File: src/rtl/alu_sequencer_if.sv
// Decode-side, ALU-side and writeback-side signals of alu_sequencer.
// master is the sequencer's view; slave is the surrounding pipeline/ALU view.
interface alu_sequencer_if;
  logic        in_valid;
  logic        in_ready;
  logic [2:0]  in_funct3;
  logic        in_alt;
  logic        in_is_imm;
  logic [31:0] in_rs1;
  logic [31:0] in_rs2;
  logic [31:0] in_imm;
  logic [4:0]  in_rd;
  logic [31:0] alu_a;
  logic [31:0] alu_b;
  logic [2:0]  alu_op;
  logic [31:0] alu_result;
  logic        alu_zero;
  logic        out_valid;
  logic        out_ready;
  logic [31:0] out_data;
  logic [4:0]  out_rd;
  logic        out_zero;
  logic        out_illegal;

  modport master (
    input  in_valid, in_funct3, in_alt, in_is_imm, in_rs1, in_rs2, in_imm, in_rd,
    output in_ready,
    output alu_a, alu_b, alu_op,
    input  alu_result, alu_zero,
    output out_valid, out_data, out_rd, out_zero, out_illegal,
    input  out_ready
  );

  modport slave (
    output in_valid, in_funct3, in_alt, in_is_imm, in_rs1, in_rs2, in_imm, in_rd,
    input  in_ready,
    input  alu_a, alu_b, alu_op,
    output alu_result, alu_zero,
    input  out_valid, out_data, out_rd, out_zero, out_illegal,
    output out_ready
  );
endinterface

File: src/rtl/alu_sequencer.sv
// Execute-stage issuer driving a 32-bit ALU from RV32I OP/OP-IMM instructions.
// Define ALU_SEQ_EMUL_EN to emulate SLTU and SRA as multi-pass ALU sequences.
module alu_sequencer (
  input logic            clk,
  input logic            rst,
  alu_sequencer_if.master bus
);
  localparam logic [2:0] OpAdd = 3'b000;
  localparam logic [2:0] OpSub = 3'b001;
  localparam logic [2:0] OpAnd = 3'b010;
  localparam logic [2:0] OpOr  = 3'b011;
  localparam logic [2:0] OpXor = 3'b100;
  localparam logic [2:0] OpSlt = 3'b101;
  localparam logic [2:0] OpSll = 3'b110;
  localparam logic [2:0] OpSrl = 3'b111;

  typedef enum logic [1:0] {StIdle, StExec, StDone} state_e;

  state_e      state_q, state_d;
  logic [31:0] a_q, b_q;
  logic [2:0]  op_q;
  logic        ill_q;
  logic [4:0]  rd_q;
  logic [31:0] data_q, data_d;
  logic        zero_q, zero_d;
  logic        illout_q, illout_d;
  logic        accept, last;
  logic        dec_ill;
  logic [2:0]  dec_op;
  logic [31:0] alu_a, alu_b;
  logic [2:0]  alu_op;
`ifdef ALU_SEQ_EMUL_EN
  localparam logic [31:0] SignBit = 32'h8000_0000;
  localparam logic [31:0] AllOnes = 32'hFFFF_FFFF;
  logic        sltu_q, sra_q;
  logic [1:0]  pass_q, pass_d;
  logic [31:0] t0_q, t0_d, t1_q, t1_d;
`endif

  assign accept = (state_q == StIdle) && bus.in_valid;

  always_comb begin
    dec_ill = (bus.in_alt && bus.in_funct3 != 3'b000 && bus.in_funct3 != 3'b101) ||
              (bus.in_funct3 == 3'b000 && bus.in_alt && bus.in_is_imm);
`ifndef ALU_SEQ_EMUL_EN
    dec_ill = dec_ill || bus.in_funct3 == 3'b011 ||
              (bus.in_funct3 == 3'b101 && bus.in_alt);
`endif
    case (bus.in_funct3)
      3'b000:  dec_op = bus.in_alt ? OpSub : OpAdd;
      3'b001:  dec_op = OpSll;
      3'b010:  dec_op = OpSlt;
      3'b100:  dec_op = OpXor;
      3'b101:  dec_op = OpSrl;
      3'b110:  dec_op = OpOr;
      3'b111:  dec_op = OpAnd;
      default: dec_op = OpAdd; // SLTU is always sequenced or illegal
    endcase
  end

  always_comb begin
    state_d  = state_q;
    alu_a    = '0;
    alu_b    = '0;
    alu_op   = OpAdd;
    last     = 1'b0;
    data_d   = data_q;
    zero_d   = zero_q;
    illout_d = illout_q;
`ifdef ALU_SEQ_EMUL_EN
    pass_d   = pass_q;
    t0_d     = t0_q;
    t1_d     = t1_q;
`endif
    case (state_q)
      StIdle: begin
        if (bus.in_valid) state_d = StExec;
`ifdef ALU_SEQ_EMUL_EN
        pass_d = '0;
`endif
      end
      StExec: begin
        if (ill_q) begin
          last = 1'b1;
`ifdef ALU_SEQ_EMUL_EN
        end else if (sltu_q) begin
          // Bias both operands so a signed compare yields the unsigned order
          case (pass_q)
            2'd0: begin alu_a = a_q;  alu_b = SignBit; alu_op = OpXor; t0_d = bus.alu_result; end
            2'd1: begin alu_a = b_q;  alu_b = SignBit; alu_op = OpXor; t1_d = bus.alu_result; end
            default: begin alu_a = t0_q; alu_b = t1_q; alu_op = OpSlt; last = 1'b1; end
          endcase
        end else if (sra_q) begin
          // Logical shift, then OR in the inverted shifted-ones mask for negative A
          case (pass_q)
            2'd0: begin
              alu_a = a_q; alu_b = b_q; alu_op = OpSrl;
              t0_d  = bus.alu_result;
              last  = !a_q[31];
            end
            2'd1: begin alu_a = AllOnes; alu_b = b_q; alu_op = OpSrl; t1_d = bus.alu_result; end
            2'd2: begin alu_a = t1_q; alu_b = AllOnes; alu_op = OpXor; t1_d = bus.alu_result; end
            default: begin alu_a = t0_q; alu_b = t1_q; alu_op = OpOr; last = 1'b1; end
          endcase
`endif
        end else begin
          alu_a  = a_q;
          alu_b  = b_q;
          alu_op = op_q;
          last   = 1'b1;
        end
`ifdef ALU_SEQ_EMUL_EN
        pass_d = pass_q + 2'd1;
`endif
        if (last) begin
          state_d  = StDone;
          data_d   = ill_q ? '0 : bus.alu_result;
          zero_d   = ill_q ? 1'b0 : bus.alu_zero;
          illout_d = ill_q;
        end
      end
      StDone: begin
        if (bus.out_ready) state_d = StIdle;
      end
      default: state_d = StIdle;
    endcase
  end

  always_ff @(posedge clk or posedge rst) begin
    if (rst) begin
      state_q  <= StIdle;
      a_q      <= '0;
      b_q      <= '0;
      op_q     <= OpAdd;
      ill_q    <= 1'b0;
      rd_q     <= '0;
      data_q   <= '0;
      zero_q   <= 1'b0;
      illout_q <= 1'b0;
`ifdef ALU_SEQ_EMUL_EN
      sltu_q   <= 1'b0;
      sra_q    <= 1'b0;
      pass_q   <= '0;
      t0_q     <= '0;
      t1_q     <= '0;
`endif
    end else begin
      state_q  <= state_d;
      data_q   <= data_d;
      zero_q   <= zero_d;
      illout_q <= illout_d;
`ifdef ALU_SEQ_EMUL_EN
      pass_q   <= pass_d;
      t0_q     <= t0_d;
      t1_q     <= t1_d;
`endif
      if (accept) begin
        a_q    <= bus.in_rs1;
        b_q    <= bus.in_is_imm ? bus.in_imm : bus.in_rs2;
        op_q   <= dec_op;
        ill_q  <= dec_ill;
        rd_q   <= bus.in_rd;
`ifdef ALU_SEQ_EMUL_EN
        sltu_q <= !dec_ill && bus.in_funct3 == 3'b011;
        sra_q  <= !dec_ill && bus.in_funct3 == 3'b101 && bus.in_alt;
`endif
      end
    end
  end

  assign bus.in_ready    = (state_q == StIdle);
  assign bus.out_valid   = (state_q == StDone);
  assign bus.out_data    = data_q;
  assign bus.out_rd      = rd_q;
  assign bus.out_zero    = zero_q;
  assign bus.out_illegal = illout_q;
  assign bus.alu_a       = alu_a;
  assign bus.alu_b       = alu_b;
  assign bus.alu_op      = alu_op;
endmodule

File: src/flat_wrapper.sv
// flat-port wrapper written by rule: the top's interface ports become plain ports
module alu_sequencer_flat 
  (clk, rst, bus_in_valid, bus_in_funct3, bus_in_alt, bus_in_is_imm, bus_in_rs1, bus_in_rs2, bus_in_imm, bus_in_rd, bus_in_ready, bus_alu_a, bus_alu_b, bus_alu_op, bus_alu_result, bus_alu_zero, bus_out_valid, bus_out_data, bus_out_rd, bus_out_zero, bus_out_illegal, bus_out_ready);
  alu_sequencer_if bus_i ();
  input logic clk;
  input logic rst;
  input wire logic [$bits(bus_i.in_valid)-1:0] bus_in_valid;
  input wire logic [$bits(bus_i.in_funct3)-1:0] bus_in_funct3;
  input wire logic [$bits(bus_i.in_alt)-1:0] bus_in_alt;
  input wire logic [$bits(bus_i.in_is_imm)-1:0] bus_in_is_imm;
  input wire logic [$bits(bus_i.in_rs1)-1:0] bus_in_rs1;
  input wire logic [$bits(bus_i.in_rs2)-1:0] bus_in_rs2;
  input wire logic [$bits(bus_i.in_imm)-1:0] bus_in_imm;
  input wire logic [$bits(bus_i.in_rd)-1:0] bus_in_rd;
  output wire logic [$bits(bus_i.in_ready)-1:0] bus_in_ready;
  output wire logic [$bits(bus_i.alu_a)-1:0] bus_alu_a;
  output wire logic [$bits(bus_i.alu_b)-1:0] bus_alu_b;
  output wire logic [$bits(bus_i.alu_op)-1:0] bus_alu_op;
  input wire logic [$bits(bus_i.alu_result)-1:0] bus_alu_result;
  input wire logic [$bits(bus_i.alu_zero)-1:0] bus_alu_zero;
  output wire logic [$bits(bus_i.out_valid)-1:0] bus_out_valid;
  output wire logic [$bits(bus_i.out_data)-1:0] bus_out_data;
  output wire logic [$bits(bus_i.out_rd)-1:0] bus_out_rd;
  output wire logic [$bits(bus_i.out_zero)-1:0] bus_out_zero;
  output wire logic [$bits(bus_i.out_illegal)-1:0] bus_out_illegal;
  input wire logic [$bits(bus_i.out_ready)-1:0] bus_out_ready;
  assign bus_i.in_valid = bus_in_valid;
  assign bus_i.in_funct3 = bus_in_funct3;
  assign bus_i.in_alt = bus_in_alt;
  assign bus_i.in_is_imm = bus_in_is_imm;
  assign bus_i.in_rs1 = bus_in_rs1;
  assign bus_i.in_rs2 = bus_in_rs2;
  assign bus_i.in_imm = bus_in_imm;
  assign bus_i.in_rd = bus_in_rd;
  assign bus_in_ready = bus_i.in_ready;
  assign bus_alu_a = bus_i.alu_a;
  assign bus_alu_b = bus_i.alu_b;
  assign bus_alu_op = bus_i.alu_op;
  assign bus_i.alu_result = bus_alu_result;
  assign bus_i.alu_zero = bus_alu_zero;
  assign bus_out_valid = bus_i.out_valid;
  assign bus_out_data = bus_i.out_data;
  assign bus_out_rd = bus_i.out_rd;
  assign bus_out_zero = bus_i.out_zero;
  assign bus_out_illegal = bus_i.out_illegal;
  assign bus_i.out_ready = bus_out_ready;
  alu_sequencer u_core (.clk(clk), .rst(rst), .bus(bus_i));
endmodule
File: config.mk
export PLATFORM = sky130hd
export DESIGN_NAME = alu_sequencer_flat
export DESIGN_NICKNAME = d
export VERILOG_FILES = /design/src/rtl/alu_sequencer_if.sv /design/src/rtl/alu_sequencer.sv /design/src/flat_wrapper.sv
export SDC_FILE = /design/constraint.sdc
export NUM_CORES = 1
export LEC_CHECK = 0
export CAP_MARGIN = 15
export CORE_MARGIN = 1.5
export CORE_UTILIZATION = 36
export CTS_CLUSTER_SIZE = 8
export DETAILED_ROUTE_END_ITERATION = 12
export PLACE_DENSITY = 0.77
export SETUP_SLACK_MARGIN = 0.5
export SLEW_MARGIN = 25
export SYNTH_ARGS = -nofsm -noshare
export SYNTH_HDL_FRONTEND = slang
export SYNTH_SLANG_ARGS = --single-unit
File: constraint.sdc
create_clock -name clk -period 3.7 [get_ports clk]
set_input_delay 0.74 -clock clk [delete_from_list [all_inputs] [get_ports clk]]
set_output_delay 0.74 -clock clk [all_outputs]
set_load 0.01 [all_outputs]
### After elaboration in Yosys (flattened, before gate mapping)

Index checks and enable logic that the tools add are counted.

| word-level totals | value |
|---|---|
| word-level logic and storage cells | 52 |
| output and inout bits | 108 |
| register bits | 109 |

| cells by class | value |
|---|---|
| multiplexer cells | 16 |
| reductions and logical operators | 14 |
| equal/unequal tests | 13 |

Operators with widths:

| operator | number |
|---|---|
| $mux W32 | 6 |
| $pmux W3 S7 | 1 |
| $eq A3 B3 Y1 const B | 4 |
| $eq A3 B2 Y1 const B | 2 |
| $logic_and A1 B1 Y1 | 6 |
| $mux W2 | 3 |
| $mux W3 | 2 |
| $pmux W2 S3 | 1 |
| $ne A2 B1 Y1 const B | 2 |
| $eq A3 B1 Y1 const B | 1 |
| $logic_not A3 Y1 | 1 |
| $logic_or A1 B1 Y1 | 3 |
| $mux W1 | 3 |
| $ne A3 B3 Y1 const B | 1 |
| $reduce_and A3 Y1 | 1 |
| $reduce_bool A3 Y1 | 1 |
| $eq A2 B1 Y1 const B | 1 |
| $eq A2 B2 Y1 const B | 1 |
| $logic_not A2 Y1 | 1 |
| $ne A2 B2 Y1 const B | 1 |
| $reduce_and A2 Y1 | 1 |

### Logic depth before layout (Yosys ltp)

Gate-level depths: netlist (run 1).

| depth | value |
|---|---|
| depth in word-level cells | 6 |
| mapped depth | 6 |

### Least setup slack after synthesis (run 1)

OpenSTA, ideal clock, no wires.

| timing path | value |
|---|---|
| path type | reg2out |
| start | register u_core.state_q[1] |
| end | output bus_alu_b[24] |
| path slack | 1.781 ns |
| path buffers | 3 |
| stages on the path, launching flop included | 7 |
| arrival time | 1.179 ns |
| cell sequence | dfrtp_1 > nand2b_1 > buf_4 > nor2_4 > buf_6 > buf_4 > and2_1 |

| on the way | value |
|---|---|
| word-level cells in the longest chain between the ends | 2 |

Ends and longest elaborated chain:

| what | line | text |
|---|---|---|
| from (decl) | alu_sequencer.sv:19 | `state_e state_q, state_d;` |
| from (signal assigned) | alu_sequencer.sv:131 | `state_q <= StIdle;` |
| from (signal assigned) | alu_sequencer.sv:148 | `state_q <= state_d;` |
| $eq A2 B1 Y1 | alu_sequencer.sv:75 | `case (state_q)` |
| $mux W32 | alu_sequencer.sv:75 |  |
| to (decl) | flat_wrapper.sv:17 | `output wire logic [$bits(bus_i.alu_b)-1:0] bus_alu_b;` |

No other way between the ends.

### Worst setup path in the final report (run 1)

| timing path | value |
|---|---|
| start | register u_core.state_q[1] |
| end | output bus_alu_a[20] |

| on the way | value |
|---|---|
| word-level cells in the longest chain between the ends | 2 |

Ends and longest elaborated chain:

| what | line | text |
|---|---|---|
| $eq A2 B1 Y1 | alu_sequencer.sv:75 |  |
| $mux W32 | alu_sequencer.sv:75 |  |
| to (decl) | flat_wrapper.sv:16 | `output wire logic [$bits(bus_i.alu_a)-1:0] bus_alu_a;` |

No other way between the ends.

==> results.json, run 1 <==
{
  "arrival_ps": 2210,
  "timing.hold.ws_ps": 482,
  "ant_nets": 0,
  "slew_headroom_pct": 37.4,
  "grt_max_degree": 110,
  "hold_violations": 0,
  "layout_min_cycle_time_ps": 2950,
  "avgSynthCellArea_sq_um": 12.2,
  "path_cells": "nand2b_1, nor2_4, buf_6, and2_1, clkdlybuf4s50_1",
  "p_int_mw": 3.34,
  "p_sw_mw": 1.44,
  "synthToLayoutAreaGrowth_pct": 59.5,
  "maxSlewViolCount": 0,
  "clk_path_buf_depth": 2,
  "totalWireLength_microns": 12600,
  "synth.net_count": 541,
  "antenna_cells": 0,
  "crit_buf_inv": 2,
  "cts_root_buf": "clkbuf_16",
  "wl_per_cell_microns": 15.5,
  "ios": 251,
  "cts_sinks": 109,
  "setup.worst_path.class": "register to output pin",
  "place_congestion": 0.761,
  "synth_cell_types": 23,
  "p_seq_share_pct": 41.0,
  "grt_usage_pct": 18.2,
  "insertion_delay_ps": 340,
  "place.port_buffers": 250,
  "leakage_nw": 3.23,
  "finalSetupTns_ps": 0,
  "drc": 0,
  "multi_input_area_sq_mm": 0.00188,
  "start_util_pct": 36.7,
  "cts_buffers": 9,
  "viasPerCell": 4.74,
  "switching_share_pct": 30.2,
  "via_count": 3863,
  "grt_pass1_wl_microns": 20500,
  "cts_tree": "yes",
  "core-area_sq_mm": 0.0132,
  "overflow": 0,
  "cts-htree-levels": 3,
  "cp.required_ps": 2960,
  "powerDensity_mw_per_mm2": 620,
  "fp.dieW_microns": 119,
  "antenna_found_initial": 0,
  "setup-violations-final": 0,
  "num-nets-final": 777,
  "pre_cts_slack_ps": 947,
  "fin_skew_ps": 5.62,
  "setup_slack_ps": 753,
  "firstDrtPassIters": 5,
  "cp_top_family": "buffers and inverters",
  "path_clk_slew_ps": 70,
  "outcome": "completed",
  "cap_violations": 0,
  "die_h_microns": 119,
  "rows": 42,
  "drt_iter0_markers": 151,
  "grt_pass1_vias": 4184,
  "cts_setup_buffers": 0,
  "die_area_sq_mm": 0.0142,
  "slowest_stage": "clkdlybuf4s50_1",
  "yosysWarnings": 0,
  "ys_seq_area_share_pct": 56.3,
  "crit_path_max_incr_delay_ps": 560,
  "p_clk_share_pct": 21.2,
  "syn_inst": 398,
  "combPwrFrac_pct": 37.7,
  "ys_ff_latch": 109,
  "rsz0062_at_grt": "no",
  "fill_cells": 1113,
  "cp_max_fo": 75,
  "cp-start-kind": "register",
  "fin_crit_sh_pct": 79.6,
  "worst_pin_slew_ps": 939,
  "dp_hpwl_microns": 9120,
  "end_kind": "output pin",
  "netlist_area_sq_mm": 0.00484,
  "regArea_sq_mm": 0.00273,
  "vdd_drop_max_mv": 0.286,
  "min_path_type": "register to register",
  "fmax_mhz": 339,
  "drive_gt1_share_pct": 8.61
}
## cells in the mapped netlist (all sizes together)
| cell type | count | area share (%) |
|---|---|---|
| nor3b | 1 | 0.16 |
| mux2i | 33 | 6.8 |
| and2 | 67 | 8.7 |
| inv | 3 | 0.23 |
| o41ai | 1 | 0.18 |
| nor2b | 1 | 0.13 |
| nor2 | 38 | 3.1 |
| o21ai | 1 | 0.10 |
| a22o | 33 | 6.0 |
| nand3b | 2 | 0.31 |
| o21bai | 1 | 0.16 |
| dfrtp | 109 | 56 |
| a21oi | 34 | 3.5 |
| clkbuf | 2 | 0.16 |
| xnor2 | 1 | 0.18 |
| mux2 | 38 | 8.8 |
| nand2b | 2 | 0.26 |
| a31oi | 2 | 0.26 |
| buf | 29 | 4.7 |
## path summary, 6_finish.rpt
| check | end | cells past startpoint | from | slack, ps |
|---|---|---|---|---|
| worst max-delay path | bus_alu_a[20] | 5 | u_core.state_q[1] | 750 |
| worst min-delay path | u_core.a_q[1] | 1 | u_core.a_q[1] | 480 |
| worst max register to register | u_core.bus.out_data[16] | 5 | u_core.state_q[1] | 1990 |
| worst min register to register | u_core.a_q[1] | 1 | u_core.a_q[1] | 480 |
| max in group asynchronous | u_core.b_q[5] | 3 | rst | 2010 |
| min in group asynchronous | u_core.bus.out_data[7] | 2 | rst | 920 |
## logic make-up (layout without fill, tap and decap cells)
logic type | Yosys count | after routing | synth area share [%]
buffers and inverters | 34 | 275 | 5.04
xor gates and xnor gates | 1 | 1 | 0.181
and+or+nand+nor | 111 | 111 | 12.6
muxes | 71 | 71 | 15.7
AOI/OAI and AO/OA | 72 | 72 | 10.2
DFF | 109 | 109 | 56.3
## per-layer routing
metal	GRT usage, %	part of all wire (%)	wire (microns)	vias to the layer above
met3	4.60	6.5	823	21
li1	-	-	-	1832
met5	0	0	0	-
met1	21.5	41	5230	1849
met4	7.08	2.3	291	0
met2	31.8	50	6300	161
## power groups by stage
stage | Clock (mW) | Combinational, mW | Sequential [mW]
2_1_floorplan | 0 | 1.01 | 1.96
3_3_place_gp | 0 | 1.78 | 1.96
3_5_place_dp | 0 | 1.82 | 1.98
4_1_cts | 1.05 | 1.83 | 1.97
5_1_grt | 1.10 | 1.98 | 2.04
6_report | 1.02 | 1.81 | 1.97
## area by class of cell
cell class                 count  share of cell area [%]
tap                          176                    2.85
clock inverter                 6                    1.12
timing repair buffer         256                    33.3
clock buffer                  10                    2.96
sequential                   109                    35.3
inverter                       3                   0.194
multi-input combinational    255                    24.3
## metrics by stage
step | cell area (sq um) | util (%) | power [mW] | cells
2_1_floorplan | 4850 | - | 2.97 | 398
3_3_place_gp | 7410 | 56.1 | 3.74 | 799
3_5_place_dp | 7410 | 56.1 | 3.81 | 799
4_1_cts | 7720 | 58.5 | 4.85 | 815
5_1_grt | 7720 | 58.6 | 5.11 | 815
6_report | 7720 | 58.6 | 4.79 | 815
## worst reg2reg max path, delay by kind of cell (launching register included)
| family | cells | cell delay (ps) |
|---|---|---|
| compound gates | 1 | 190 |
| buf+inv | 2 | 750 |
| flops | 1 | 410 |
| simple gates | 2 | 300 |
## flip-flops by register name, summed over array words and instances, names as in the netlist
| name | flops |
|---|---|
| u_core.state_q | 2 |
| u_core.bus.out_zero | 1 |
| u_core.bus.out_data | 32 |
| u_core.a_q | 32 |
| u_core.ill_q | 1 |
| u_core.b_q | 32 |
| u_core.bus.out_illegal | 1 |
| u_core.bus.out_rd | 5 |
| u_core.op_q | 3 |
## cells in the final DEF (no fill, tap or decap), types with 3 or more instances in the layout
cell type and instances:
a22o_1 33, a21oi_1 34, dfrtp_1 109, clkdlybuf4s50_1 249
buf_4 3, mux2i_1 33, clkbuf_16 9, mux2_2 30
mux2_1 8, nor2_1 37, and2_1 67
## timing repair
| item | in CTS | in global routing |
|---|---|---|
| hold buffers | 0 | 0 |
| setup endpoints to repair | 0 | 55 |
| gates resized for setup | 0 | 1 |
(Power assumes the default switching activity.)
==> inputs of run 2 (changes only) <==
==> constraint.sdc (replaced) <==
create_clock -name clk -period 2.4 [get_ports clk]
set_input_delay 0.48 -clock clk [delete_from_list [all_inputs] [get_ports clk]]
set_output_delay 0.48 -clock clk [all_outputs]
set_load 0.01 [all_outputs]
==> run 2 against run 1 <==
Power rose by 64%. Critical path depth rose by 3. Cell count rose by 3.2%. Clock power rose by 53%. Combinational power rose by 80%. First-iteration DRC count rose by 6.6%. Routed wire length rose by 14%. Worst hold slack improved by 3.5 ps. Count of clock-buffer cells in the layout rose by 1. Global-route usage rose by 1.4 points. Flip-flop and latch count did not move. Clock skew rose by 2.7 ps. Critical path type unchanged.
==> results.json, run 2 (same netlist as run 1, synthesis figures left out) <==
{
  "cp_max_fo": 12,
  "setup-violations-final": 0,
  "placed_area_sq_mm": 0.00743,
  "final_area_sq_mm": 0.00812,
  "reg2reg_slack_ps": 640,
  "powerDensity_mw_per_mm2": 969,
  "rsz0062_at_grt": "yes",
  "place.port_buffers": 250,
  "grt_usage_pct": 19.6,
  "maxSlewViolCount": 0,
  "fp.dieW_microns": 119,
  "dp_hpwl_microns": 8960,
  "cts_buffers": 9,
  "firstDrtPassIters": 6,
  "setup.worst_path.class": "register to output pin",
  "hold_buffers": 0,
  "insertion_delay_ps": 350,
  "fmax_mhz": 460,
  "finalSetupTns_ps": 0,
  "fin_skew_ps": 8.30,
  "core-area_sq_mm": 0.0132,
  "grt_pass1_vias": 4193,
  "outcome": "completed",
  "hp-start": "u_core.a_q[3]",
  "place_congestion": 0.752,
  "cap_violations": 0,
  "drt_iter0_markers": 161,
  "min_path_type": "register to register",
  "pre_cts_slack_ps": 171,
  "end_kind": "output pin",
  "cts_tree": "yes",
  "hold_depth": 1,
  "worst_pin_slew_ps": 587,
  "viasPerCell": 4.90,
  "leakage_nw": 3.65,
  "cts_sinks": 109,
  "path_clk_slew_ps": 70,
  "grt_pass1_wl_microns": 21700,
  "hold_violations": 0,
  "drive_gt1_share_pct": 27.5,
  "final_cell_mix": "180 x clkdlybuf4s50_1, 108 x dfrtp_1, 38 x buf_6, 37 x nor2_1, 36 x and2_1",
  "ios": 251,
  "cts_root_buf": "clkbuf_16",
  "num-nets-final": 803,
  "fill_cells": 1053,
  "layout_min_cycle_time_ps": 2170,
  "grt_max_degree": 110,
  "die_h_microns": 119,
  "die_area_sq_mm": 0.0142,
  "setup_slack_ps": 226,
  "antenna_found_initial": 0,
  "ant_nets": 0,
  "slew_headroom_pct": 60.9,
  "cts-htree-levels": 3,
  "final_common_cell": "clkdlybuf4s50_1",
  "place_inst": 801,
  "totalWireLength_microns": 14400,
  "arrival_ps": 1690,
  "cp-start-kind": "register",
  "totalPowerFinal_mw": 7.87,
  "clk_path_buf_depth": 2,
  "via_count": 4117,
  "wl_per_cell_microns": 17.1,
  "ff2ff_path_depth": 6,
  "overflow": 0,
  "reg2reg_from": "u_core.state_q[0]",
  "fin_cells": 841,
  "vdd_drop_max_mv": 0.636,
  "r2r-end": "u_core.b_q[5]",
  "antenna_cells": 0,
  "rows": 42,
  "start_util_pct": 36.7,
  "hold-path-endpoint": "u_core.a_q[3]",
  "drc": 0,
  "cp.required_ps": 1920,
  "fin_crit_sh_pct": 90.6,
  "synthToLayoutAreaGrowth_pct": 67.7
}
run 2: changes by cell type in the layout (fill, tap and decap cells not counted), moves of 3 or more:
cell / previous run / this run
buf_2: 1 / 34
clkbuf_16: 9 / 13
buf_6: 1 / 38
and2_1: 67 / 36
and2_4: 0 / 31
clkdlybuf4s50_1: 249 / 180
buf_12: 2 / 5
buf_16: 0 / 5
buf_4: 3 / 12
run 2: final cells by class:
cell class	count	area, sq um	share of cell area [%]
Sequential cell	109	2730	33.6
Clock buffer	11	253	3.11
Tap cell	176	220	2.71
Clock inverter	5	66.3	0.817
Timing Repair Buffer	282	2870	35.4
Inverter	3	15.0	0.185
Multi-Input combinational cell	255	1970	24.2
run 2: critical path: stages, from the launching register on:
cell	delay [ps]
dfrtp_2	430
nand2b_4	90
nor2_4	40
buf_6	120
buf_4	130
buf_12	130
buf_4	130
and2_1	140
buf_2	130
run 2: where the power goes:
| group | internal, mW | leakage, nW | switching, mW |
|---|---|---|---|
| registers | 2.62 | 1.30 | 0.430 |
| logic | 1.90 | 2.20 | 1.35 |
| clock network | 0.880 | 0.154 | 0.685 |
run 2: stage by stage:
stage	hold WS, ps	utilization (%)
floorplan	449	-
global placement	462	56.4
detailed placement	468	56.4
CTS	484	59.4
global route	500	61.6
finish	485	61.6
run 2: repair_timing:
action / in CTS / in global routing
pin swaps: 8 / 17
gates resized for setup: 292 / 66
endpoints found under the setup margin: 69 / 74
cloned: 5 / 5
buffers inserted: 10 / 4
run 2: routing by layer:
metal	part of all wire (%)	GRT usage, %	vias to the layer above
met3	7.5	6.27	34
met2	50	34.1	189
met1	39	22.0	1994
met5	0	0	-
li1	-	-	1900
met4	3.1	8.66	0
run 2: worst max path at each step:
stage | cells after the start | slack, ps | end | from
after global placement | 5 | 210 | bus_alu_b[31] | u_core.state_q[1]
after global routing | 8 | 150 | bus_alu_b[2] | u_core.state_q[1]
after CTS | 8 | 180 | bus_alu_b[7] | u_core.state_q[1]
after detailed placement | 5 | 170 | bus_alu_b[31] | u_core.state_q[1]
after floorplan | 1 | 600 | u_core.a_q[0] | rst
final | 8 | 230 | bus_alu_b[18] | u_core.state_q[0]
==> inputs of run 3 (changes only) <==
--- a/config.mk
+++ b/config.mk
@@ -5,6 +5,7 @@
 export SDC_FILE = /design/constraint.sdc
 export NUM_CORES = 1
 export LEC_CHECK = 0
+export ABC_AREA = 0
 export CAP_MARGIN = 15
 export CORE_MARGIN = 1.5
 export CORE_UTILIZATION = 36
==> results of run 3 <==
No change in the layout: final DEF, timing and power equal those of run 2.
